**config.mk**
```make
export PLATFORM = sky130hd
export DESIGN_NAME = multi_edge_det
export DESIGN_NICKNAME = d
export VERILOG_FILES = /design/src/rtl/multi_edge_det.sv
export SDC_FILE = /design/constraint.sdc
export NUM_CORES = 1
export LEC_CHECK = 0
export ABC_AREA = 1
export ABC_CLOCK_PERIOD_IN_PS = 800
export CORE_MARGIN = 2
export CORE_UTILIZATION = 56
export DETAILED_ROUTE_END_ITERATION = 8
export DONT_BUFFER_PORTS = 1
export PLACE_DENSITY = 0.81
export SLEW_MARGIN = 20
export SYNTH_ARGS = -nofsm -noshare
export SYNTH_HDL_FRONTEND = slang
export SYNTH_SLANG_ARGS = --single-unit
```
**constraint.sdc**
```tcl
create_clock -name clk_sys -period 0.8 [get_ports clk_sys]
set_input_delay 0.04 -clock clk_sys [delete_from_list [all_inputs] [get_ports clk_sys]]
set_output_delay 0.04 -clock clk_sys [all_outputs]
set_load 0.005 [all_outputs]
```
**src/rtl/multi_edge_det.sv**
```systemverilog
// Multi-channel synchronised edge detector with sticky, mode-selected events.
// Define EDGE_DET_FILTER_EN to build the per-channel glitch filter.
module multi_edge_det #(
  parameter int CHANNELS      = 4,
  parameter int SYNC_STAGES   = 2,
  parameter int FILTER_CYCLES = 4
) (
  input  logic                    clk_sys,
  input  logic                    reset,
  input  logic [CHANNELS-1:0]     signal,
  input  logic [2*CHANNELS-1:0]   mode,
  input  logic [CHANNELS-1:0]     event_clr,
  output logic [CHANNELS-1:0]     level,
  output logic [CHANNELS-1:0]     pos_edge,
  output logic [CHANNELS-1:0]     neg_edge,
  output logic [CHANNELS-1:0]     event_pending,
  output logic                    irq
);

  logic [SYNC_STAGES-1:0][CHANNELS-1:0] sync_q, sync_d;
  logic [CHANNELS-1:0] sync;
  logic [CHANNELS-1:0] level_q, level_d;
  logic [CHANNELS-1:0] pos_q, pos_d;
  logic [CHANNELS-1:0] neg_q, neg_d;
  logic [CHANNELS-1:0] pend_q, pend_d;
  logic [CHANNELS-1:0] rise_sel, fall_sel;

  always_comb begin
    sync_d[0] = signal;
    for (int s = 1; s < SYNC_STAGES; s++) begin
      sync_d[s] = sync_q[s-1];
    end
  end

  assign sync = sync_q[SYNC_STAGES-1];

  always_ff @(posedge clk_sys or posedge reset) begin
    if (reset) begin
      sync_q <= '0;
    end else begin
      sync_q <= sync_d;
    end
  end

`ifdef EDGE_DET_FILTER_EN
  localparam int CW = $clog2(FILTER_CYCLES) + 1;
  localparam logic [CW-1:0] CNT_MAX = CW'(FILTER_CYCLES - 1);

  logic [CHANNELS-1:0][CW-1:0] cnt_q, cnt_d;

  // Count consecutive cycles of disagreement; accept on the last one.
  always_comb begin
    cnt_d   = '0;
    level_d = level_q;
    for (int i = 0; i < CHANNELS; i++) begin
      if (sync[i] != level_q[i]) begin
        if (cnt_q[i] == CNT_MAX) begin
          level_d[i] = sync[i];
        end else begin
          cnt_d[i] = cnt_q[i] + 1'b1;
        end
      end
    end
  end

  always_ff @(posedge clk_sys or posedge reset) begin
    if (reset) begin
      cnt_q <= '0;
    end else begin
      cnt_q <= cnt_d;
    end
  end
`else
  localparam int unused_filter_cycles = FILTER_CYCLES;

  always_comb begin
    level_d = sync;
  end
`endif

  always_comb begin
    for (int i = 0; i < CHANNELS; i++) begin
      rise_sel[i] = mode[2*i];
      fall_sel[i] = mode[2*i+1];
    end
  end

  // Set wins over clear so an event coinciding with event_clr is kept.
  always_comb begin
    pos_d  = level_d & ~level_q;
    neg_d  = ~level_d & level_q;
    pend_d = (pos_d & rise_sel) | (neg_d & fall_sel)
           | (pend_q & ~event_clr);
  end

  always_ff @(posedge clk_sys or posedge reset) begin
    if (reset) begin
      level_q <= '0;
      pos_q   <= '0;
      neg_q   <= '0;
      pend_q  <= '0;
    end else begin
      level_q <= level_d;
      pos_q   <= pos_d;
      neg_q   <= neg_d;
      pend_q  <= pend_d;
    end
  end

  assign level         = level_q;
  assign pos_edge      = pos_q;
  assign neg_edge      = neg_q;
  assign event_pending = pend_q;
  assign irq           = |pend_q;

endmodule

```
Word level (Yosys, flattened, before mapping)
Index checks and enable logic that the tools add are counted.
{"block": "totals", "ff_bits": 24, "output_inout_bits": 17, "word_cells": 17, "inputBits": 18}
{"block": "classes", "n_reduce_logical": 1, "bitwise_logic": 10}
{"operator": "4-bit bitwise AND", "n": 5}
{"operator": "4-bit NOT", "n": 3}
{"operator": "4-bit OR", "n": 2}
{"operator": "4-bit OR reduction", "n": 1}

Depth between registers and ports, before layout
Gate-level depths: netlist of the first run.
{"block": "depth", "ltp_word": 5, "depth_mapped": 3, "depth_no_buf": 3}

Worst setup path after synthesis of the first run
OpenSTA, ideal clock, no wires.
{"block": "synth_timing", "kind": "register to register", "start": "register level_q[0] (netlist: level[0])", "end": "register pend_q[0] (netlist: event_pending[0])", "path_buffers": 0, "path_slack_ns": 0.138, "setup_ns": 0.124, "synth_period_minus_slack_ns": 0.662, "arrival_time_ns": 0.538, "required_ns": 0.676, "stages_incl_launch_ff": 4, "cell_sequence": "dfrtp_1 -> inv_1 -> nand3_1 -> nand3_1"}
{"block": "synth_via", "elab_chain_len": 5, "elab_cells_between_ends": 7, "cone_classes": "bitwise: 7"}
{"element": "from (decl)", "line": "22", "rtl": "logic [CHANNELS-1:0] level_q, level_d;"}
{"element": "from (signal assigned)", "line": "103", "rtl": "level_q <= level_d;"}
{"element": "4-bit NOT", "line": "90", "rtl": "pos_d = level_d & ~level_q;"}
{"element": "4-bit bitwise AND", "line": "90"}
{"element": "4-bit bitwise AND", "line": "92", "rtl": "pend_d = (pos_d & rise_sel) | (neg_d & fall_sel)"}
{"element": "4-bit OR *", "line": "92"}
{"element": "4-bit OR *", "line": "93", "rtl": "| (pend_q & ~event_clr);"}
{"element": "named net pend_d[0]", "line": "25", "rtl": "logic [CHANNELS-1:0] pend_q, pend_d;"}
{"element": "to (signal assigned)", "line": "106", "rtl": "pend_q <= pend_d;"}
{"element": "to (decl)", "line": "25"}
The timed path passes the listed nets; every way through them passes the cells marked *.

Worst setup path in the final report of the first run
{"block": "layout_timing", "start": "register pend_q[3] (netlist: event_pending[3])", "end": "output irq"}
{"block": "layout_via", "elab_chain_len": 1}
{"element": "4-bit OR reduction", "line": "114", "rtl": "assign irq = |pend_q;"}
{"element": "to (decl)", "line": "17", "rtl": "output logic irq"}
No other way between the ends.

==> metrics.cfg, run 1 <==
[outcome]
status=finished with violations
failed_checks=negative setup slack

[final_layout]
finalNetCount=105
fillers=79
final_util=0.7702
drive_gt1_frac=0.09412
layout_common_cells=dfrtp_1, dlygate4sd3_1, nand3_1
final_common_cell=dfrtp_1
multiInputGateArea_um2=121.4
syn2layout_area_growth_pct=29.25
stdcell_count=100
design_area_um2=989.7
antenna_cells=0
seq_area_um2=600.6

[critical_path]
endpoint=irq
critical_path.cell_chain=nor2_1, nand2_1
critPathTopFamily=flip-flops
reg2reg_from=level_d[3]
r2r_end=event_pending[3]
required_ps=760
path_buf_inv=0
worstRegToRegCells=3
path_max_fanout=3
ff2ff_setup_slack_ps=40
start_kind=register
path_depth=2
crit_type=register to output pin
arrival_ps=920
critical_path.startpoint=event_pending[3]
cp-end-kind=output pin
critical-path-max-stage-delay_ps=430
cp_slowest_cell=dfrtp_1

[synth]
synth_area_leader_cell=dfrtp_1
synthSimpleGateAreaFrac=0.1520
synth_nets=82
synthAdderAreaFrac=0
synth-compound-area-share=0
synth_area_per_cell_um2=11.96
netlist_area_um2=765.7
synthXorXnorAreaFrac=0
synth_top_family_by_area=simple AND/OR/NAND/NOR gates
synth_top_area_frac=0.7843
synth_cell_types=5
ys_ff_latch=24
synthMuxAreaShare=0
yosys-top-cells-area=dfrtp_1, nand3_1, inv_1
netlist_instances=64
ys_seq_area_frac=0.7843
synth_warnings=0

[sta]
tightest_slew_ps=292.3
grt_setup_unrepaired=yes
finalCriticalPeriod_ps=956.4
setup_slack_ps=-156.4
finClkSkew_ps=2.935
hold_viol_final=0
slew_headroom=0.8051
maxClockFrequency_mhz=1046
fin_setup_tns_ps=-156.4
fin_hold_ws_ps=229.4
slew_viol_final=0
fin_crit_sh=1.196
finalSetupViolCount=1

[power]
p_per_area_nw_per_um2=2009
seq_power_share=0.678
leakagePower_nw=0.5026
p_sw_frac=0.2212
power_mw=1.988
clock_power_share=0.240
p_int_mw=1.548
p_sw_mw=0.4398
p_comb_frac=0.082
vdd_drop_max_v=0.001312

[floorplan]
die_area_um2=1679
die_h_um=40.98
initial_utilization=0.5959
die_w_um=40.98
row_count=13
io_pins=35
core_um2=1285

[clock_network]
htreeDepth=1
path_clk_slew_ps=110
cts_buffers=3
post_cts_buffers=0
cts_root_buf=clkbuf_4
clock_path_buffers=2
clkLatencyLatePin_ps=300
clkSinkCount=24
cts_tree=done

[detailed_routing]
drtIter0Drc=6
routed-wl-met2_um=709
firstDrtPassIters=4
drt-met1-wl_um=527
highest_layer=met4
route.detailed.drc=0
wire_per_inst_um=13.50
vias=504
dr_wl_met3_um=99
detail_route.wirelength_um=1350
via_per_inst=5.040
drt.antenna.violating_nets=0

[global_route]
grt_pass1_wl_um=1959
grt_start_max_net_pins=25
grt-ovfl-total=0
grt_use_total=0.1918
antenna_found_initial=0
grt_pass1_vias=477

[place]
pre_cts_ws_ps=69.37
place_inst=80
placement.cell_area_um2=792.0
portBuffers=0
hpwl_um=826.3
gp_congestion=0.6454

[worst_hold_path]
hold_path_class=input port to asynchronous set/reset pin

[flow_run]
maxCapViolCount=0

==> synthesized netlist by cell type, drive strengths merged <==
library cell and instances:
dfrtp 24, inv 13, nand3 12, nor2 10, nand2 5
==> how the worst min path moves through the flow <==
| stage | from | endpoint | cells past startpoint |
|---|---|---|---|
| final | reset | event_pending[0] | 3 |
| after CTS | reset | event_pending[0] | 3 |
| after floorplan | reset | event_pending[0] | 1 |
| after detailed placement | reset | event_pending[0] | 2 |
| after global routing | reset | event_pending[0] | 3 |
| after global placement | reset | level_d[0] | 2 |
==> timing repair <==
action,in CTS,in global routing
resized for setup,0,4
endpoints found under the hold margin,32,0
hold buffers,17,0
setup endpoints to repair,1,9
pin swaps,3,1
==> cell families after synthesis <==
family,count (synthesis)
and+or+nand+nor,27
DFF,24
buffers and inverters,13
==> state kept, by name, summed over array words and instances (netlist names) <==
register       count
event_pending      4
level              4
level_d            4
neg_edge           4
pos_edge           4
sync_d             4
==> metal layers <==
| metal | GRT usage | up-vias |
|---|---|---|
| li1 | - | 237 |
| met1 | 0.2251 | 238 |
| met2 | 0.3164 | 27 |
| met3 | 0.03804 | 2 |
| met4 | 0.1250 | 0 |
| met5 | 0 | - |
==> power by group through the flow <==
stage | Combinational [mW] | Sequential (mW) | Clock [mW]
finish | 0.163 | 1.35 | 0.478
detailed placement | 0.0937 | 1.37 | 0
CTS | 0.159 | 1.35 | 0.501
floorplan | 0.0734 | 1.36 | 0
global placement | 0.0892 | 1.37 | 0
global route | 0.186 | 1.36 | 0.550
==> area by class of cell <==
type,instances,share of cell area
flip-flops and latches,24,0.6068
multi-input cells,27,0.1226
inverters,13,0.04930
well taps,15,0.01896
repair buffers,18,0.1795
clock buffers,3,0.02276
==> worst reg2reg max path, stage by stage, from the launching register on <==
cell and delay, ps:
dfrtp_1 420, inv_1 70, nand3_1 70, nand3_1 90
(Power assumes the default switching activity.)
==> inputs of run 2 (changes only) <==
CORE_MARGIN = 8   (was 2)
==> run 2 against run 1 <==
The flow still finishes with violations (negative setup slack); hold slack worse by 20 ps; core utilization up 2.2 points; clock power up 0.8%; critical endpoint unchanged; largest power group unchanged.
==> metrics.cfg, run 2 (same netlist as run 1, synthesis figures left out) <==
[final_layout]
final_common_cell=dfrtp_1  ; unchanged
antenna_cells=0  ; unchanged
final_util=0.7926  ; was 0.7702
finalNetCount=105  ; unchanged
layout_common_cells=dfrtp_1, dlygate4sd3_1, inv_1  ; was dfrtp_1, dlygate4sd3_1, nand3_1
syn2layout_area_growth_pct=33.01  ; was 29.25%
drive_gt1_frac=0.2118  ; was 0.09412

[clock_network]
htreeDepth=1  ; unchanged
path_clk_slew_ps=110  ; about the same
clock_path_buffers=2  ; unchanged
cts_tree=done  ; unchanged
post_cts_buffers=0  ; unchanged
clkLatencyLatePin_ps=300  ; about the same
cts_buffers=3  ; unchanged
clkSinkCount=24  ; unchanged
cts_root_buf=clkbuf_4  ; unchanged

[detailed_routing]
drtIter0Drc=8  ; was 6
wire_per_inst_um=17.37  ; was 13.50 um
drt.antenna.violating_nets=0  ; unchanged
route.detailed.drc=0  ; unchanged
detail_route.wirelength_um=1737  ; was 1350 um
vias=519  ; was 504
via_per_inst=5.190  ; was 5.040
firstDrtPassIters=4  ; unchanged

[outcome]
failed_checks=negative setup slack  ; unchanged
status=finished with violations  ; unchanged

[place]
gp_congestion=0.7979  ; was 0.6454
portBuffers=0  ; unchanged
hpwl_um=1150  ; was 826.3 um

[global_route]
grt_pass1_wl_um=2594  ; was 1959 um
grt_pass1_vias=535  ; was 477
grt_use_total=0.1280  ; was 0.1918
antenna_found_initial=0  ; unchanged
grt-ovfl-total=0  ; unchanged
grt_start_max_net_pins=25  ; unchanged

[floorplan]
die_h_um=52.98  ; was 40.98 um
die_w_um=52.98  ; was 40.98 um
die_area_um2=2807  ; was 1679 um2
initial_utilization=0.5959  ; unchanged
row_count=13  ; unchanged
io_pins=35  ; unchanged
core_um2=1285  ; unchanged

[critical_path]
cp-end-kind=output pin  ; unchanged
ff2ff_setup_slack_ps=20  ; was 40 ps
crit_type=register to output pin  ; unchanged
start_kind=register  ; unchanged
arrival_ps=960  ; was 920 ps
worstRegToRegCells=3  ; unchanged
required_ps=760  ; about the same
path_max_fanout=3  ; unchanged
r2r_end=event_pending[3]  ; unchanged
reg2reg_from=level_d[3]  ; unchanged

[sta]
setup_slack_ps=-199.2  ; was -156.4 ps
finClkSkew_ps=1.125  ; was 2.935 ps
finalSetupViolCount=1  ; unchanged
slew_headroom=0.8121  ; was 0.8051
fin_setup_tns_ps=-199.2  ; was -156.4 ps
grt_setup_unrepaired=yes  ; unchanged
maxClockFrequency_mhz=1001  ; was 1046 MHz
fin_crit_sh=1.249  ; was 1.196
hold_viol_final=0  ; unchanged
finalCriticalPeriod_ps=999.2  ; was 956.4 ps
tightest_slew_ps=281.8  ; was 292.3 ps
slew_viol_final=0  ; unchanged

[flow_run]
maxCapViolCount=0  ; unchanged

[power]
p_per_area_nw_per_um2=1985  ; was 2009 nW/um2
leakagePower_nw=0.5062  ; was 0.5026 nW
vdd_drop_max_v=0.001349  ; was 0.001312 V

[worst_hold_path]
hold_path_class=input port to asynchronous set/reset pin  ; unchanged

-- run 2: worst max-delay path by stage --
| stage | start | slack, ps | endpoint | cells after the start |
|---|---|---|---|---|
| 2_1_floorplan | level[0] | 140 | event_pending[0] | 3 |
| 3_3_place_gp | level[2] | 80 | event_pending[2] | 3 |
| 3_5_place_dp | level[3] | 8 | event_pending[3] | 3 |
| 4_1_cts | event_pending[1] | -230 | irq | 2 |
| 5_1_grt | event_pending[2] | -270 | irq | 2 |
| 6_report | event_pending[2] | -200 | irq | 2 |
-- run 2: what timing repair did --
action                     CTS  global route
resized for setup            1            13
hold buffers                17             0
setup endpoints to repair    2            13
pin swaps                    2             3
hold endpoints to repair    32             0
-- run 2: metal layers --
| layer | vias up | global-route usage | share of wire |
|---|---|---|---|
| met2 | 27 | 0.1895 | 0.51 |
| met1 | 251 | 0.1485 | 0.38 |
| met4 | 0 | 0.07759 | 0.018 |
| met5 | - | 0 | 0 |
| li1 | 237 | - | - |
| met3 | 4 | 0.05602 | 0.096 |
-- run 2: cell type report --
| type | instances | area [um2] |
|---|---|---|
| inverter | 13 | 48.80 |
| tap | 15 | 18.77 |
| clock buffer | 3 | 22.52 |
| timing repair buffer | 18 | 177.7 |
| multi-input combinational | 27 | 146.4 |
| sequential | 24 | 604.3 |
| fill | 78 | 266.5 |
-- run 2: power by group --
| part | internal [mW] | switching [mW] |
|---|---|---|
| registers | 1.29 | 0.0728 |
| logic | 0.0931 | 0.0857 |
| clock network | 0.175 | 0.307 |
| total | 1.56 | 0.465 |
-- run 2: through the flow --
stage	instance area (um2)	hold slack [ps]	setup slack (ps)	std cells	total power, mW
after floorplan	765.7	54.62	137.9	64	1.429
after global placement	792.0	-17.25	79.08	80	1.461
after detailed placement	792.0	-9.440	8.411	80	1.474
after CTS	984.7	203.2	-230.5	100	2.026
after global routing	1018	223.1	-274.0	100	2.140
final	1018	209.1	-199.2	100	2.022
-- run 2: critical path, stage by stage, from the launching register on --
cell and delay, ps:
dfrtp_1 450, nor2_2 140, nand2_1 80
==> inputs of run 3 (changes only) <==
ABC_CLOCK_PERIOD_IN_PS = 900   (was 800)
CORE_ASPECT_RATIO = 1.1   (was default)
CORE_UTILIZATION = 51   (was 56)
PLACE_DENSITY = 0.79   (was 0.81)
clock period = 0.9 ns   (was 0.8 ns; I/O delays follow)
==> run 3 against run 2 <==
The run still ends with negative setup slack left; sequential share of layout area is 0.74 points higher; power is 6.9% lower; routed wire length is 7.0% lower; register-to-register slack better by 100 ps; first-iteration DRC count is 38% lower; core utilization is 7.0 points lower; hold slack better by 2.5 ps; sequential power is 12% lower; highest routed layer unchanged.
==> metrics.cfg, run 3 (same netlist as run 1, synthesis figures left out) <==
[final_layout]
layout_common_cells=dfrtp_1, dlygate4sd3_1, inv_1  ; unchanged
antenna_cells=0  ; unchanged
drive_gt1_frac=0.05814  ; was 0.2118
design_area_um2=999.7  ; was 1018 um2
syn2layout_area_growth_pct=30.56  ; was 33.01%
final_common_cell=dfrtp_1  ; unchanged
finalNetCount=105  ; unchanged

[sta]
finalCriticalPeriod_ps=1011
maxClockFrequency_mhz=989.5
slew_viol_final=0  ; unchanged
finalSetupViolCount=1  ; unchanged
fin_crit_sh=1.123
hold_viol_final=0  ; unchanged
setup_slack_ps=-110.6  ; was -199.2 ps
tightest_slew_ps=286.5  ; was 281.8 ps
finClkSkew_ps=4.204  ; was 1.125 ps
slew_headroom=0.8090  ; was 0.8121
grt_setup_unrepaired=yes  ; unchanged

[power]
p_per_area_nw_per_um2=1883  ; was 1985 nW/um2
leakagePower_nw=0.5120  ; was 0.5062 nW
vdd_drop_max_v=0.001420  ; was 0.001349 V

[detailed_routing]
drt-met1-wl_um=567  ; was 652 um
via_per_inst=4.863  ; was 5.190
drt.antenna.violating_nets=0  ; unchanged
vias=496  ; was 519
detail_route.wirelength_um=1616  ; was 1737 um
dr_wl_met3_um=160  ; was 167 um
wire_per_inst_um=15.84  ; was 17.37 um
highest_layer=met4  ; unchanged
routed-wl-met2_um=857  ; was 884 um
route.detailed.drc=0  ; unchanged
drtIter0Drc=5  ; was 8
firstDrtPassIters=3  ; was 4

[clock_network]
cts_root_buf=clkbuf_4  ; unchanged
clock_path_buffers=2  ; unchanged
cts_tree=done  ; unchanged
clkLatencyLatePin_ps=300  ; about the same
htreeDepth=1  ; unchanged
clkSinkCount=24  ; unchanged
cts_buffers=3  ; unchanged
post_cts_buffers=0  ; unchanged
path_clk_slew_ps=120  ; was 110 ps

[place]
portBuffers=0  ; unchanged
gp_congestion=0.7500  ; was 0.7979
pre_cts_ws_ps=128.9  ; was 8.411 ps
placement.cell_area_um2=793.3  ; was 792.0 um2
hpwl_um=1195  ; was 1150 um

[global_route]
grt-ovfl-total=0  ; unchanged
grt_pass1_wl_um=2601  ; was 2594 um
grt_start_max_net_pins=25  ; unchanged
grt_use_total=0.1144  ; was 0.1280
antenna_found_initial=0  ; unchanged
grt_pass1_vias=583  ; was 535

[critical_path]
cp-end-kind=output pin  ; unchanged
required_ps=850  ; was 760 ps
start_kind=register  ; unchanged
crit_type=register to output pin  ; unchanged
arrival_ps=970  ; was 960 ps
path_max_fanout=3  ; unchanged

[floorplan]
initial_utilization=0.5533  ; was 0.5959
row_count=14  ; was 13
die_area_um2=2999  ; was 2807 um2
die_h_um=56.64  ; was 52.98 um
die_w_um=52.95  ; was 52.98 um
core_um2=1384  ; was 1285 um2
io_pins=35  ; unchanged

[outcome]
failed_checks=negative setup slack  ; unchanged
status=finished with violations  ; unchanged

[worst_hold_path]
hold_path_class=input port to asynchronous set/reset pin  ; unchanged

[flow_run]
maxCapViolCount=0  ; unchanged

[run 3: stage by stage]
| stage | utilization | hold slack (ps) | power, mW | cells | setup TNS [ps] |
|---|---|---|---|---|---|
| 2_1_floorplan | - | 59.62 | 1.270 | 64 | 0 |
| 3_3_place_gp | 0.5732 | -9.972 | 1.299 | 81 | 0 |
| 3_5_place_dp | 0.5732 | -6.871 | 1.312 | 81 | 0 |
| 4_1_cts | 0.7224 | 204.2 | 1.910 | 102 | -138.9 |
| 5_1_grt | 0.7224 | 241.3 | 1.968 | 102 | -174.8 |
| 6_report | 0.7224 | 211.5 | 1.883 | 102 | -110.6 |
[run 3: timing repair]
| item | 4_1_cts | 5_1_grt |
|---|---|---|
| pin swaps | 2 | 0 |
| hold buffers | 17 | 0 |
| setup endpoints to repair | 1 | 1 |
| gates resized for setup | 0 | 0 |
| hold endpoints to repair | 32 | 0 |
[run 3: layer usage]
layer	GRT usage	vias up
met1	0.1033	235
met2	0.2030	23
met4	0.05926	0
met3	0.04737	4
met5	0	-
li1	-	234
[run 3: area by class of cell]
cell class,instances,area [um2]
sequential,24,600.6
clock buffer,4,36.28
tap,16,20.02
timing repair buffer,18,177.7
inverter,13,48.80
fill,91,384.1
multi-input combinational,27,116.4
[run 3: critical path, cell delays in order, from the launching register on]
cell	delay [ps]
dfrtp_1	430
nor2_1	140
nand2_1	90
[run 3: path summary, 6_finish.rpt]
kind	start	endpoint	slack, ps	cells after the start
setup reg to reg	level_d[3]	event_pending[3]	120	3
setup / recovery	event_pending[3]	irq	-110	2
max in group asynchronous	reset	neg_edge[3]	470	3
hold reg to reg	sync_d[5]	level_d[1]	360	0
hold / removal	reset	level[1]	210	3
min in group clk_sys	signal[0]	sync_d[4]	290	1
[run 3: power breakdown]
group	switching [mW]	leakage [nW]	internal, mW
Clock	0.292	0.0210	0.246
Combinational	0.0665	0.199	0.0768
Sequential	0.0578	0.292	1.14
Total	0.417	0.512	1.47
